## src/rtl/clock_alarm.sv

```systemverilog
// HH:MM:SS clock with settable alarm, blinking set fields and BCD digit outputs.
// Timekeeping is internal 24h BCD; the 12h view is derived only at the display.
module clock_alarm #(
  parameter int CLK_HZ      = 50000000,
  parameter int BLINK_HZ    = 3,
  parameter int INIT_HH     = 12,
  parameter int INIT_MM     = 0,
  parameter int INIT_SS     = 0,
  parameter bit INIT_IS_24H = 1'b0,
  parameter int INIT_AL_HH  = 7,
  parameter int INIT_AL_MM  = 0,
  parameter int ALARM_SECS  = 60
) (
  input  logic       clk,
  input  logic       reset,
  input  logic [3:0] btn,
  output logic [3:0] horas_decenas,
  output logic [3:0] horas_unidades,
  output logic [3:0] minutos_decenas,
  output logic [3:0] minutos_unidades,
  output logic [3:0] segundos_decenas,
  output logic [3:0] segundos_unidades,
  output logic       flag_pm,
  output logic       flag_24h,
  output logic [2:0] mode,
  output logic       alarm_on,
  output logic       alarm_ring
);

  localparam int PW   = $clog2(CLK_HZ);
  localparam int HALF = CLK_HZ / (2 * BLINK_HZ);
  localparam int BW   = (HALF > 1) ? $clog2(HALF) : 1;

  localparam logic [7:0] INIT_H  = {4'(INIT_HH / 10), 4'(INIT_HH % 10)};
  localparam logic [7:0] INIT_M  = {4'(INIT_MM / 10), 4'(INIT_MM % 10)};
  localparam logic [7:0] INIT_S  = {4'(INIT_SS / 10), 4'(INIT_SS % 10)};
  localparam logic [7:0] INIT_AH = {4'(INIT_AL_HH / 10), 4'(INIT_AL_HH % 10)};
  localparam logic [7:0] INIT_AM = {4'(INIT_AL_MM / 10), 4'(INIT_AL_MM % 10)};

  typedef enum logic [2:0] {
    M_NORMAL   = 3'd0,
    M_SET_MIN  = 3'd1,
    M_SET_HOUR = 3'd2,
    M_AL_MIN   = 3'd3,
    M_AL_HOUR  = 3'd4
  } mode_t;

  mode_t          state;
  logic [3:0]     sync1, sync2, sync_prev;
  logic [3:0]     press;
  logic [PW-1:0]  presc;
  logic           tick;
  logic [BW-1:0]  bcnt;
  logic           blink;
  logic [7:0]     time_h, time_m, time_s;
  logic [7:0]     al_h, al_m;
  logic [7:0]     ring_cnt;
  logic [7:0]     nx_h, nx_m, nx_s;
  logic           carry_s, carry_m, ring_hit;
  logic           show_alarm;
  logic [7:0]     src_h, src_m, disp_h, disp_m, disp_s;

  // BCD increment with 59 -> 00 wrap, {tens, units}.
  function automatic logic [7:0] inc_bcd60(input logic [7:0] v);
    logic [7:0] r;
    if (v[3:0] == 4'd9) r = (v[7:4] == 4'd5) ? 8'h00 : {v[7:4] + 4'd1, 4'd0};
    else                r = {v[7:4], v[3:0] + 4'd1};
    return r;
  endfunction

  function automatic logic [7:0] inc_bcd24(input logic [7:0] v);
    logic [7:0] r;
    if (v == 8'h23)          r = 8'h00;
    else if (v[3:0] == 4'd9) r = {v[7:4] + 4'd1, 4'd0};
    else                     r = {v[7:4], v[3:0] + 4'd1};
    return r;
  endfunction

  // 00 shows as 12, 13..23 fold down by twelve.
  function automatic logic [7:0] to_12h(input logic [7:0] h);
    logic [4:0] bin, adj;
    logic [7:0] r;
    bin = 5'(h[7:4]) * 5'd10 + 5'(h[3:0]);
    if (bin == 5'd0)       adj = 5'd12;
    else if (bin > 5'd12)  adj = bin - 5'd12;
    else                   adj = bin;
    if (adj >= 5'd10) r = {4'd1, 4'(adj - 5'd10)};
    else              r = {4'd0, 4'(adj)};
    return r;
  endfunction

  always_ff @(posedge clk) begin
    if (reset) begin
      sync1     <= 4'hF;
      sync2     <= 4'hF;
      sync_prev <= 4'hF;
    end else begin
      sync1     <= btn;
      sync2     <= sync1;
      sync_prev <= sync2;
    end
  end

  assign press = sync_prev & ~sync2;
  assign tick  = (presc == PW'(CLK_HZ - 1));

  always_ff @(posedge clk) begin
    if (reset) begin
      presc <= '0;
      bcnt  <= '0;
      blink <= 1'b1;
    end else begin
      if (state == M_SET_MIN && press[2]) presc <= '0;
      else if (tick)                      presc <= '0;
      else                                presc <= presc + PW'(1);

      if (state == M_NORMAL) begin
        bcnt  <= '0;
        blink <= 1'b1;
      end else if (bcnt == BW'(HALF - 1)) begin
        bcnt  <= '0;
        blink <= ~blink;
      end else begin
        bcnt  <= bcnt + BW'(1);
      end
    end
  end

  always_ff @(posedge clk) begin
    if (reset) begin
      state    <= M_NORMAL;
      flag_24h <= INIT_IS_24H;
    end else begin
      if (press[1]) begin
        case (state)
          M_NORMAL:   state <= M_SET_MIN;
          M_SET_MIN:  state <= M_SET_HOUR;
          M_SET_HOUR: state <= M_AL_MIN;
          M_AL_MIN:   state <= M_AL_HOUR;
          default:    state <= M_NORMAL;
        endcase
      end
      if (press[0]) flag_24h <= ~flag_24h;
    end
  end

  assign mode = state;

  always_comb begin
    carry_s  = (time_s == 8'h59);
    carry_m  = carry_s && (time_m == 8'h59);
    nx_s     = inc_bcd60(time_s);
    nx_m     = carry_s ? inc_bcd60(time_m) : time_m;
    nx_h     = carry_m ? inc_bcd24(time_h) : time_h;
    // The tick rolling seconds to 00 lands on the alarm minute.
    ring_hit = alarm_on && (state == M_NORMAL) && tick && carry_s &&
               (nx_h == al_h) && (nx_m == al_m);
  end

  always_ff @(posedge clk) begin
    if (reset) begin
      time_h <= INIT_H;
      time_m <= INIT_M;
      time_s <= INIT_S;
      al_h   <= INIT_AH;
      al_m   <= INIT_AM;
    end else begin
      case (state)
        M_NORMAL: if (tick) begin
          time_h <= nx_h;
          time_m <= nx_m;
          time_s <= nx_s;
        end
        M_SET_MIN: if (press[2]) begin
          time_m <= inc_bcd60(time_m);
          time_s <= 8'h00;
        end
        M_SET_HOUR: if (press[2]) time_h <= inc_bcd24(time_h);
        M_AL_MIN:   if (press[2]) al_m   <= inc_bcd60(al_m);
        M_AL_HOUR:  if (press[2]) al_h   <= inc_bcd24(al_h);
        default: ;
      endcase
    end
  end

  // A btn[3] press always silences; it only toggles arming when not ringing.
  always_ff @(posedge clk) begin
    if (reset) begin
      alarm_on   <= 1'b0;
      alarm_ring <= 1'b0;
      ring_cnt   <= 8'd0;
    end else if (press[3]) begin
      alarm_ring <= 1'b0;
      if (!alarm_ring) alarm_on <= ~alarm_on;
    end else if (ring_hit) begin
      alarm_ring <= 1'b1;
      ring_cnt   <= 8'd0;
    end else if (alarm_ring && tick) begin
      if (ring_cnt == 8'(ALARM_SECS - 1)) alarm_ring <= 1'b0;
      else                                ring_cnt   <= ring_cnt + 8'd1;
    end
  end

  always_comb begin
    show_alarm = (state == M_AL_MIN) || (state == M_AL_HOUR);
    src_h      = show_alarm ? al_h : time_h;
    src_m      = show_alarm ? al_m : time_m;
    disp_h     = flag_24h ? src_h : to_12h(src_h);
    disp_m     = src_m;
    disp_s     = show_alarm ? 8'hFF : time_s;
    if (!blink && (state == M_SET_HOUR || state == M_AL_HOUR)) disp_h = 8'hFF;
    if (!blink && (state == M_SET_MIN  || state == M_AL_MIN))  disp_m = 8'hFF;
  end

  assign flag_pm           = (src_h >= 8'h12);
  assign horas_decenas     = disp_h[7:4];
  assign horas_unidades    = disp_h[3:0];
  assign minutos_decenas   = disp_m[7:4];
  assign minutos_unidades  = disp_m[3:0];
  assign segundos_decenas  = disp_s[7:4];
  assign segundos_unidades = disp_s[3:0];

endmodule

```

## config.mk

```make
export PLATFORM = sky130hd
export DESIGN_NAME = clock_alarm
export DESIGN_NICKNAME = d
export VERILOG_FILES = /design/src/rtl/clock_alarm.sv
export SDC_FILE = /design/constraint.sdc
export NUM_CORES = 1
export LEC_CHECK = 0
export BUFFER_PORTS_ARGS = -buffer_cell sky130_fd_sc_hd__buf_4
export CAP_MARGIN = 20
export CORE_MARGIN = 2
export CORE_UTILIZATION = 55
export CTS_CLUSTER_DIAMETER = 80
export CTS_CLUSTER_SIZE = 30
export DETAILED_ROUTE_END_ITERATION = 8
export GPL_TIMING_DRIVEN = 0
export PLACE_DENSITY_LB_ADDON = 0.05
export SYNTH_ARGS = -nofsm -noshare
export SYNTH_HDL_FRONTEND = slang
export SYNTH_SLANG_ARGS = --single-unit
```

## constraint.sdc

```tcl
create_clock -name clk -period 5.9 [get_ports clk]
set_input_delay 0.885 -clock clk [delete_from_list [all_inputs] [get_ports clk]]
set_output_delay 0.885 -clock clk [all_outputs]
set_load 0.005 [all_outputs]
```

==> impl_metrics.tcl, run 1 <==
set metrics [dict create \
    slew_violations 0 \
    die-area_sq_mm 0.0132 \
    power.density_mw_per_mm2 257 \
    rr_startpoint "time_s[0]" \
    switchingPower_mw 0.427 \
    grt_pass1_vias 6096 \
    period_share_pct 96.9 \
    seq_power_share_pct 37.9 \
    yosys.area_share.adder_pct 4.26 \
    grt_max_degree 17 \
    clkPwrFrac_pct 58.5 \
    port_buffers 36 \
    reg2reg_slack_ns 2.39 \
    crit_chain "clkbuf_4 > or3b_4 > nand2_4 > nor2_1 > a21oi_2 > inv_1 > ha_1 > ha_4 > a21oi_1 > a21oi_1 > a32oi_2 > xor2_2 > a21oi_2 > o21ai_2 > ha_2 > nor3b_1 > a221oi_2 > a31oi_4 > nand4bb_1 > and3_1 > buf_4" \
    coreArea_sq_mm 0.0120 \
    dr.pass1.iters 6 \
    synth_compound_area_share_pct 12.7 \
    ys_ff_latch 116 \
    synth-xor-area-share_pct 10.4 \
    place_ws_ns -0.411 \
    required_ns 5.02 \
    synth_edf_count 0 \
    final_cell_mix "117 x nor2_1, 116 x dfxtp_1, 79 x nand2_1" \
    irDropWorstVdd_mv 0.227 \
    end_kind "output pin" \
    p_int_mw 1.67 \
    wl_per_cell_um 16.1 \
    async_flop_share_pct 0 \
    drt-total-wl_mm 17.4 \
    max_freq_mhz 175 \
    max-cap-violations 0 \
    die_w_um 115 \
    crit_fanout 10 \
    cts_tree "yes" \
    cts_buffer_depth 2 \
    synth.distinct_cells 70 \
    sw_frac_of_total_pct 20.4 \
    min_to "sync2[2]" \
    n_antenna_cell 0 \
    finalClockSkew_ns 0.00807 \
    startpoint_type "flip-flop" \
    hold_buffers 0 \
    synth_nets 886 \
    die_y_um 115 \
    synth_cells 857 \
    slew_headroom_pct 34.1 \
    layout.nets 952 \
    clock-sinks 116 \
    cp.arrival_ns 4.83 \
    slowest_stage "or3b_4" \
    fin_area_sq_mm 0.00815 \
    num_vias 6380 \
    synth_warnings 0 \
    setup_viol 0 \
    antenna_found_initial 0 \
    design.portCount 37 \
    synthFlopType "dfxtp_1" \
    first_iter_violations 559 \
    clkTransAtPathRegs_ns 0.05 \
    synth_top_family_by_area "simple AND/OR/NAND/NOR gates" \
    drc_errors 0 \
    worstMarginPinSlew_ns 0.981 \
    grt_use_total_pct 27.2 \
    antenna_left 0 \
    syn_area_sq_mm 0.00676 \
    layout_commonest_cell "nor2_1" \
    routabilityCongestion 0.913 \
    start_util_pct 56.2 \
    ys_seq_area_share_pct 34.4 \
    grt_pass1_wl_mm 28.6 \
    htreeDepth 4 \
    worstSetupPathType "flip-flop to output pin" \
    post-route-util_pct 67.8 \
    final_layout_size_suffix_gt1_share_pct 14.6 \
    syn_area_per_cell_sq_um 7.88 \
    synth_mux_area_share_pct 1.07 \
    leakage_nw 3.07 \
    period_needed_ns 5.72 \
    cts_made_buffers 17 \
    finalPower_mw 2.10 \
    status "finished clean" \
    crit_path_max_incr_delay_ns 0.44 \
    place_hpwl_mm 12.5 \
    place_area_sq_mm 0.00721 \
    whs_ns 0.410 \
    holdPathStages 1 \
    clockRootBuffer "clkbuf_16" \
    combPwrFrac_pct 3.6 \
    worst_skew_pair.late_latency_ns 0.43 \
    synthSimpleGateAreaFrac_pct 32.9 \
    reg2reg_depth 11 \
    rr_endpoint "ring_cnt[6]" \
    grt-ovfl-total 0 \
    layout_setup_ws_ns 0.181 \
    hp-start "sync1[2]" \
    viasPerCell 5.89 \
    hp-class "flip-flop to flip-flop" \
    row_count 40 \
    finalHoldViolCount 0 \
    areaGrowthSynthToFinish_pct 20.6 \
]
## power groups by stage
stage / clock network, mW / logic (mW) / registers (mW)
2_1_floorplan: 0 / 0.0420 / 0.811
3_3_place_gp: 0 / 0.0651 / 0.812
3_5_place_dp: 0 / 0.0668 / 0.812
4_1_cts: 1.23 / 0.0688 / 0.796
5_1_grt: 1.27 / 0.0813 / 0.796
6_report: 1.23 / 0.0745 / 0.796
## stage by stage
step / cells / setup TNS, ns
finish: 1083 / 0
global route: 1083 / -0.0692
detailed placement: 1040 / -1.17
global placement: 1040 / -0.575
CTS: 1075 / 0
floorplan: 857 / 0
## flip-flops by register name, summed over array words and instances, names as in the netlist, 3 cells and up
| signal | count |
|---|---|
| presc | 26 |
| bcnt | 23 |
| al_h | 8 |
| al_m | 8 |
| ring_cnt | 8 |
| time_h | 8 |
| time_m | 8 |
| time_s | 8 |
| sync1 | 4 |
| sync2 | 4 |
| sync_prev | 4 |
| mode | 3 |
## Yosys cell counts, types with 4 or more instances
| master | number | area share [%] |
|---|---|---|
| mux2i_1 | 5 | 0.74 |
| a21o_1 | 4 | 0.44 |
| xor2_1 | 43 | 5.6 |
| nor2_1 | 119 | 6.6 |
| dfxtp_1 | 116 | 34 |
| nor4b_1 | 4 | 0.52 |
| and4_1 | 4 | 0.52 |
| or3_1 | 22 | 2.0 |
| inv_1 | 29 | 1.6 |
| buf_2 | 6 | 0.44 |
| nand3b_1 | 6 | 0.67 |
| o21ai_0 | 25 | 1.9 |
| a21oi_1 | 43 | 3.2 |
| or2_2 | 15 | 1.4 |
| nor4_1 | 9 | 0.83 |
| and3_1 | 17 | 1.6 |
| a211oi_1 | 7 | 0.78 |
| ha_1 | 23 | 4.3 |
| nor2b_1 | 8 | 0.74 |
| a31oi_1 | 6 | 0.56 |
| nor3_1 | 18 | 1.3 |
| and3b_1 | 7 | 0.91 |
| nand4_1 | 22 | 2.0 |
| a211o_1 | 4 | 0.52 |
| and2_1 | 7 | 0.65 |
| nand2_1 | 81 | 4.5 |
| xnor2_1 | 37 | 4.8 |
| o31ai_1 | 4 | 0.44 |
| nand3_1 | 46 | 3.4 |
| nor3b_1 | 10 | 1.1 |
| or4_1 | 7 | 0.78 |
| o211ai_1 | 5 | 0.56 |
| nand2b_1 | 10 | 0.93 |
| clkbuf_1 | 35 | 1.9 |
## cells by family after synthesis
logic type               after synthesis
AND/OR/NAND/NOR                      427
AO/OA/AOI/OAI                        131
flip-flops                           116
XOR/XNOR                              80
buffers and inverters                 73
adder cells (fa/ha/maj)               23
multiplexers                           7
## how the worst max path moves through the flow
stage / from / to / cells past startpoint
final: mode[0] / horas_unidades[2] / 21
after global routing: mode[2] / horas_unidades[2] / 25
after CTS: mode[2] / horas_unidades[2] / 22
after detailed placement: mode[2] / horas_unidades[2] / 23
after global placement: mode[2] / horas_unidades[2] / 23
after floorplan: mode[2] / horas_unidades[2] / 22
## critical path, delay by kind of cell (launching register included)
family	cells	cell delay, ns
adder cells (fa/ha/maj)	3	0.79
XOR/XNOR	1	0.14
AO/OA/AOI/OAI	8	1.61
AND/OR/NAND/NOR	6	1.16
buffers and inverters	3	0.41
flip-flops	1	0.31
## metal layers
metal	routed length, um	global-route usage, %
met1	7740	33.8
met2	8330	45.3
met3	772	6.48
met4	583	11.5
met5	0	0
## final cells by class
type                            count  area [sq um]
Clock buffer                       20           447
Clock inverter                     12           250
Buffer                             44           214
Sequential cell                   116          2320
Inverter                           29           109
Tap cell                          147           184
Multi-Input combinational cell    668          4270
Timing Repair Buffer               47           353
Fill cell                         999          3860
## what timing repair did
action	in CTS	in global routing
gates resized for setup	19	26
setup endpoints to repair	4	3
pin swaps	4	11
buffers inserted	3	8
hold endpoints to repair	0	0
(Power assumes the default switching activity.)
==> inputs of run 2 (changes only) <==
Clock period 5.9 ns to 4.7 ns, I/O delays scaled along.
==> run 2 against run 1 <==
  * The run now ends with negative setup slack left
  * Design area rose by 2.5%
  * Worst setup slack got worse by 0.83 ns
  * First-iteration DRC count fell by 6.6%
  * Largest power group unchanged
  * Highest routed layer unchanged
==> impl_metrics.tcl, run 2 (synthesis gave the netlist of run 1 again) <==
set metrics [dict create \
    status "complete, but fails checks" \
    violations "negative setup slack" \
    cts_tree "yes" \
    slew_headroom_pct 51.9 \
    final_cell_mix "115 x nor2_1, 113 x dfxtp_1, 76 x nand2_1" \
    largest_reg_flops 26 \
    max_freq_mhz 187 \
    place_hpwl_mm 12.1 \
    die-area_sq_mm 0.0132 \
    p_int_mw 1.85 \
    final_layout_size_suffix_gt1_share_pct 18.6 \
    rsz0062_at_grt "true" \
    port_buffers 36 \
    clkPwrFrac_pct 53.5 \
    wl_per_cell_um 16.4 \
    worstSetupPathType "flip-flop to output pin" \
    place_ws_ns -0.902 \
    layout.nets 968 \
    end_kind "output pin" \
    routabilityCongestion 0.956 \
    irDropWorstVdd_mv 0.369 \
    num-fill-cells 982 \
    cts_buffer_depth 2 \
    drt-total-wl_mm 18.0 \
    cp_num_buf_inv 5 \
    crit_chain "buf_6 > buf_6 > and4b_1 > a31oi_2 > nand2_1 > xnor2_1 > ha_2 > inv_1 > a32oi_2 > xor2_2 > inv_2 > ha_4 > nand3_4 > nand3_4 > o21ai_4 > ha_4 > nand2_4 > nor4_4 > a31oi_1 > a31oi_2 > xnor2_1 > o211ai_1 > buf_4" \
    cp.arrival_ns 4.64 \
    grt_pass1_wl_mm 29.1 \
    finalHoldViolCount 0 \
    dr.pass1.iters 5 \
    required_ns 3.99 \
    leakage_nw 3.15 \
    antenna_found_initial 0 \
    finalClockSkew_ns 0.00785 \
    grt_pass1_vias 6236 \
    layout_setup_ws_ns -0.647 \
    n_antenna_cell 0 \
    die_w_um 115 \
    period_share_pct 114 \
    areaGrowthSynthToFinish_pct 23.6 \
    crit_path_max_incr_delay_ns 0.34 \
    grt_max_degree 17 \
    hp-class "flip-flop to flip-flop" \
    row_count 40 \
    clock-sinks 116 \
    sw_frac_of_total_pct 22.1 \
    regMostFlops "presc" \
    grt_use_total_pct 27.5 \
    layout_commonest_cell "nor2_1" \
    clockRootBuffer "clkbuf_16" \
    start_util_pct 56.2 \
    num_vias 6540 \
    viasPerCell 5.95 \
    max-cap-violations 0 \
    switchingPower_mw 0.524 \
    htreeDepth 4 \
    startpoint_type "flip-flop" \
    crit_fanout 10 \
    design.portCount 37 \
    slew_violations 0 \
    power.density_mw_per_mm2 284 \
    drc_errors 0 \
    finalPower_mw 2.37 \
    setup_viol 4 \
    die_y_um 115 \
    antenna_left 0 \
    worstMarginPinSlew_ns 0.722 \
    cts_made_buffers 17 \
    reg.largest.list "presc x26, bcnt x23" \
    grt-ovfl-total 0 \
    period_needed_ns 5.35 \
    first_iter_violations 522 \
    slowest_stage "dfxtp_2" \
    combPwrFrac_pct 4.3 \
    coreArea_sq_mm 0.0120 \
    cpLargestDelayFamily "compound AO/OA/AOI/OAI gates" \
    worst_skew_pair.late_latency_ns 0.42 \
    clkTransAtPathRegs_ns 0.06 \
    seq_power_share_pct 42.2 \
]
[run 2: cell types whose count changed in the layout (fill, tap and decap cells not counted), moves of 3 or more]
cell | before | now
nand2_1 | 79 | 76
clkinv_2 | 1 | 4
ha_4 | 1 | 4
buf_4 | 50 | 59
dfxtp_2 | 0 | 3
dfxtp_1 | 116 | 113
clkbuf_8 | 1 | 5
ha_1 | 20 | 17
buf_6 | 2 | 7
bufinv_16 | 7 | 2
clkinvlp_4 | 0 | 3
[run 2: stage by stage]
step	hold slack [ns]	std cells	TNS, ns	utilization [%]	area (sq um)
finish	0.409	1099	-2.08	69.5	8350
global route	0.421	1099	-2.90	69.5	8350
CTS	0.412	1092	-1.29	67.9	8160
detailed placement	0.396	1040	-2.93	60.2	7230
global placement	0.392	1040	-2.22	60.2	7230
floorplan	0.389	857	0	-	6770
[run 2: layout make-up]
cell class	count	area (sq um)	share of cell area [%]
Buffer	44	233	2.79
Tap cell	147	184	2.20
Clock inverter	12	129	1.54
Sequential cell	116	2330	27.9
Multi-Input combinational cell	668	4430	53.1
Timing Repair Buffer	63	479	5.74
Inverter	29	109	1.30
Clock buffer	20	457	5.47
[run 2: metal layers]
| metal | wire length (um) | track usage (%) | vias to the layer above |
|---|---|---|---|
| met5 | 0 | 0 | - |
| met1 | 7750 | 33.8 | 3085 |
| met2 | 8670 | 45.4 | 212 |
| met3 | 949 | 6.64 | 61 |
| met4 | 651 | 13.9 | 0 |
| li1 | - | - | 3182 |
[run 2: worst reg2reg max path, cell delays in order (launching register included)]
cell,delay [ns]
dfxtp_1,0.43
ha_1,0.20
and3b_1,0.30
nand4_1,0.24
clkbuf_1,0.30
o311ai_0,0.40
o2111ai_1,0.15
or4_1,0.64
nor2_1,0.18
a21oi_2,0.11
or3_1,0.35
a21oi_1,0.14
[run 2: path summary, 6_finish.rpt]
kind,start,to,slack (ns),cells after the start
max reg2reg,time_s[0],ring_cnt[7],1.21,11
min reg2reg,sync1[1],sync2[1],0.41,1
max,mode[0],horas_unidades[1],-0.65,23
min,sync1[1],sync2[1],0.41,1
[run 2: repair_timing]
action | CTS | global route
pin swaps | 18 | 21
setup endpoints to repair | 4 | 4
setup buffers | 19 | 6
hold endpoints to repair | 0 | 0
hold buffers | 0 | 0
resized for setup | 46 | 30
gates cloned | 1 | 1
[run 2: power groups by stage]
stage                     clock [mW]  combinational [mW]  sequential, mW
after global routing            1.33               0.110            1.00
after global placement             0              0.0826            1.02
after CTS                       1.29              0.0921           0.999
final                           1.27               0.101            1.00
after detailed placement           0              0.0846            1.02
after floorplan                    0              0.0532            1.02
==> inputs of run 3 (changes only) <==
==> constraint.sdc (replaced) <==
create_clock -name clk -period 4.7 [get_ports clk]
set_input_delay 0.705 -clock clk [delete_from_list [all_inputs] [get_ports clk]]
set_output_delay 0.705 -clock clk [all_outputs]
set_load 0.01 [all_outputs]
==> run 3 against run 2 <==
  * The flow still finishes with violations (negative setup slack)
  * Clock skew hardly changed
  * Sequential cell count stayed put
  * Clock power is 7% higher
  * Final cell count is 1.0% higher
  * Critical path depth is 2 lower
  * Die area stayed put
  * Utilization is 1.8 points higher
  * Largest cell class unchanged
  * Highest routed layer unchanged
==> impl_metrics.tcl, run 3 (synthesis gave the netlist of run 1 again) <==
set metrics [dict create \
    num_vias 6659 \
    crit_chain "buf_2 > or3b_4 > nand2_8 > nor2_4 > a21oi_2 > inv_2 > ha_4 > ha_4 > nor3_4 > a21oi_2 > a32oi_2 > xor2_1 > a21oi_2 > o21ai_4 > ha_4 > nor4bb_4 > a221oi_2 > a31oi_2 > xnor2_1 > o211ai_1 > buf_4" \
    route.met2.wl_mm 9.61 \
    wl_met1_mm 8.09 \
    hp-class "flip-flop to flip-flop" \
    layout_commonest_cell "nor2_1" \
    viasPerCell 6.00 \
    antenna_found_initial 0 \
    cp-endpoint "horas_unidades[1]" \
    cts_buffer_depth 2 \
    startpoint_type "flip-flop" \
    leakage_nw 3.28 \
    die-area_sq_mm 0.0132 \
    port_buffers 36 \
    reg2reg_slack_ns 1.14 \
    instances_no_fill 1110 \
    worst-path-stages 21 \
    hold_buffers 0 \
    period_needed_ns 5.26 \
    multi_input_area_sq_mm 0.00450 \
    regMostFlops "presc" \
    worstMarginPinSlew_ns 0.738 \
    final_cell_mix "115 x nor2_1, 112 x dfxtp_1, 76 x nand2_1" \
    cp.arrival_ns 4.56 \
    cts_tree "yes" \
    slew_violations 0 \
    design.portCount 37 \
    largest_reg_flops 26 \
    layout_setup_ws_ns -0.561 \
    grt-ovfl-total 0 \
    crit_path_max_incr_delay_ns 0.43 \
    met3_length_um 832 \
    worst_skew_pair.late_latency_ns 0.41 \
    rr_startpoint "time_h[4]" \
    place_ws_ns -0.755 \
    grt_use_total_pct 29.2 \
    place_hpwl_mm 12.3 \
    clockRootBuffer "clkbuf_16" \
    seq_area_sq_mm 0.00233 \
    first_iter_violations 466 \
    slowest_stage "or3b_4" \
    end_kind "output pin" \
    clock-sinks 116 \
    layout.nets 980 \
    worstSetupPathType "flip-flop to output pin" \
    reg.largest.list "presc x26, bcnt x23" \
    crit_start "mode[0]" \
    top_layer "met4" \
    rr_endpoint "ring_cnt[7]" \
    drc_errors 0 \
    dr.pass1.iters 5 \
    cp_num_buf_inv 3 \
    setup_viol 4 \
    areaGrowthSynthToFinish_pct 26.8 \
    required_ns 3.99 \
    cpLargestDelayFamily "compound AO/OA/AOI/OAI gates" \
    row_count 40 \
    start_util_pct 56.2 \
    routabilityCongestion 0.921 \
    slew_headroom_pct 50.7 \
    irDropWorstVdd_mv 0.289 \
    clkTransAtPathRegs_ns 0.05 \
    htreeDepth 4 \
    n_antenna_cell 0 \
    violations "negative setup slack" \
    crit_fanout 6 \
    die_y_um 115 \
    power.density_mw_per_mm2 289 \
    period_share_pct 112 \
    grt_pass1_wl_mm 30.6 \
    max-cap-violations 0 \
    wl_per_cell_um 17.3 \
    drt-total-wl_mm 19.2 \
    grt_max_degree 17 \
    finalClockSkew_ns 0.00754 \
    max_freq_mhz 190 \
    reg2reg_depth 12 \
    cts_made_buffers 17 \
    final_layout_size_suffix_gt1_share_pct 20.0 \
    die_w_um 115 \
    finalHoldViolCount 0 \
    antenna_left 0 \
    rsz0062_at_grt "true" \
    coreArea_sq_mm 0.0120 \
    status "complete, but fails checks" \
    num-fill-cells 929 \
    dp.cells 1040 \
    grt_pass1_vias 6409 \
]
-- run 3: metal layers --
metal  up-vias  track usage [%]
met5         -                0
met4         0             13.7
met3        66             5.69
met2       206             50.8
met1      3169             34.7
li1       3218                -
-- run 3: stage by stage --
stage               util, %  setup TNS [ns]  total power [mW]  cell area (sq um)  hold slack, ns
floorplan                 -               0              1.08               6810           0.389
global placement       60.5           -1.73              1.11               7270           0.392
detailed placement     60.5           -2.28              1.11               7270           0.399
CTS                    69.8           -1.13              2.48               8390           0.413
global route           71.3           -2.34              2.53               8570           0.425
finish                 71.3           -1.92              2.47               8570           0.410
-- run 3: layout make-up --
cell class | count | share of cell area (%)
Timing Repair Buffer | 77 | 6.91
Clock inverter | 7 | 1.37
Clock buffer | 24 | 5.97
Sequential cell | 116 | 27.2
Buffer | 42 | 2.61
Tap cell | 147 | 2.15
Inverter | 29 | 1.27
Multi-Input combinational cell | 668 | 52.5
-- run 3: how the worst min path moves through the flow --
stage,from,end,cells past startpoint
6_report,sync1[2],sync2[2],1
5_1_grt,sync1[0],sync2[0],1
4_1_cts,sync1[0],sync2[0],1
3_5_place_dp,sync1[1],sync2[1],1
3_3_place_gp,sync1[3],sync2[3],1
2_1_floorplan,sync1[0],sync2[0],1
-- run 3: worst reg2reg max path, stage by stage, from the launching register on --
cell and delay, ns:
dfxtp_1 0.40, inv_1 0.19, ha_1 0.17, nor4b_1 0.55
a21o_1 0.23, buf_2 0.23, nor4_1 0.09, or3_1 0.39
a211oi_1 0.30, and4b_4 0.31, a21oi_2 0.11, or3_1 0.36
a21oi_1 0.16
-- run 3: power breakdown --
part / internal (mW) / switching [mW] / total, mW
clock network: 0.916 / 0.447 / 1.36
registers: 0.992 / 0.00703 / 0.999
logic: 0.0515 / 0.0604 / 0.112
total: 1.96 / 0.514 / 2.47
-- run 3: what timing repair did --
item | in CTS | in global routing
resized for setup | 53 | 23
gates cloned | 0 | 2
setup buffers | 30 | 10
setup endpoints to repair | 4 | 4
pin swaps | 32 | 22
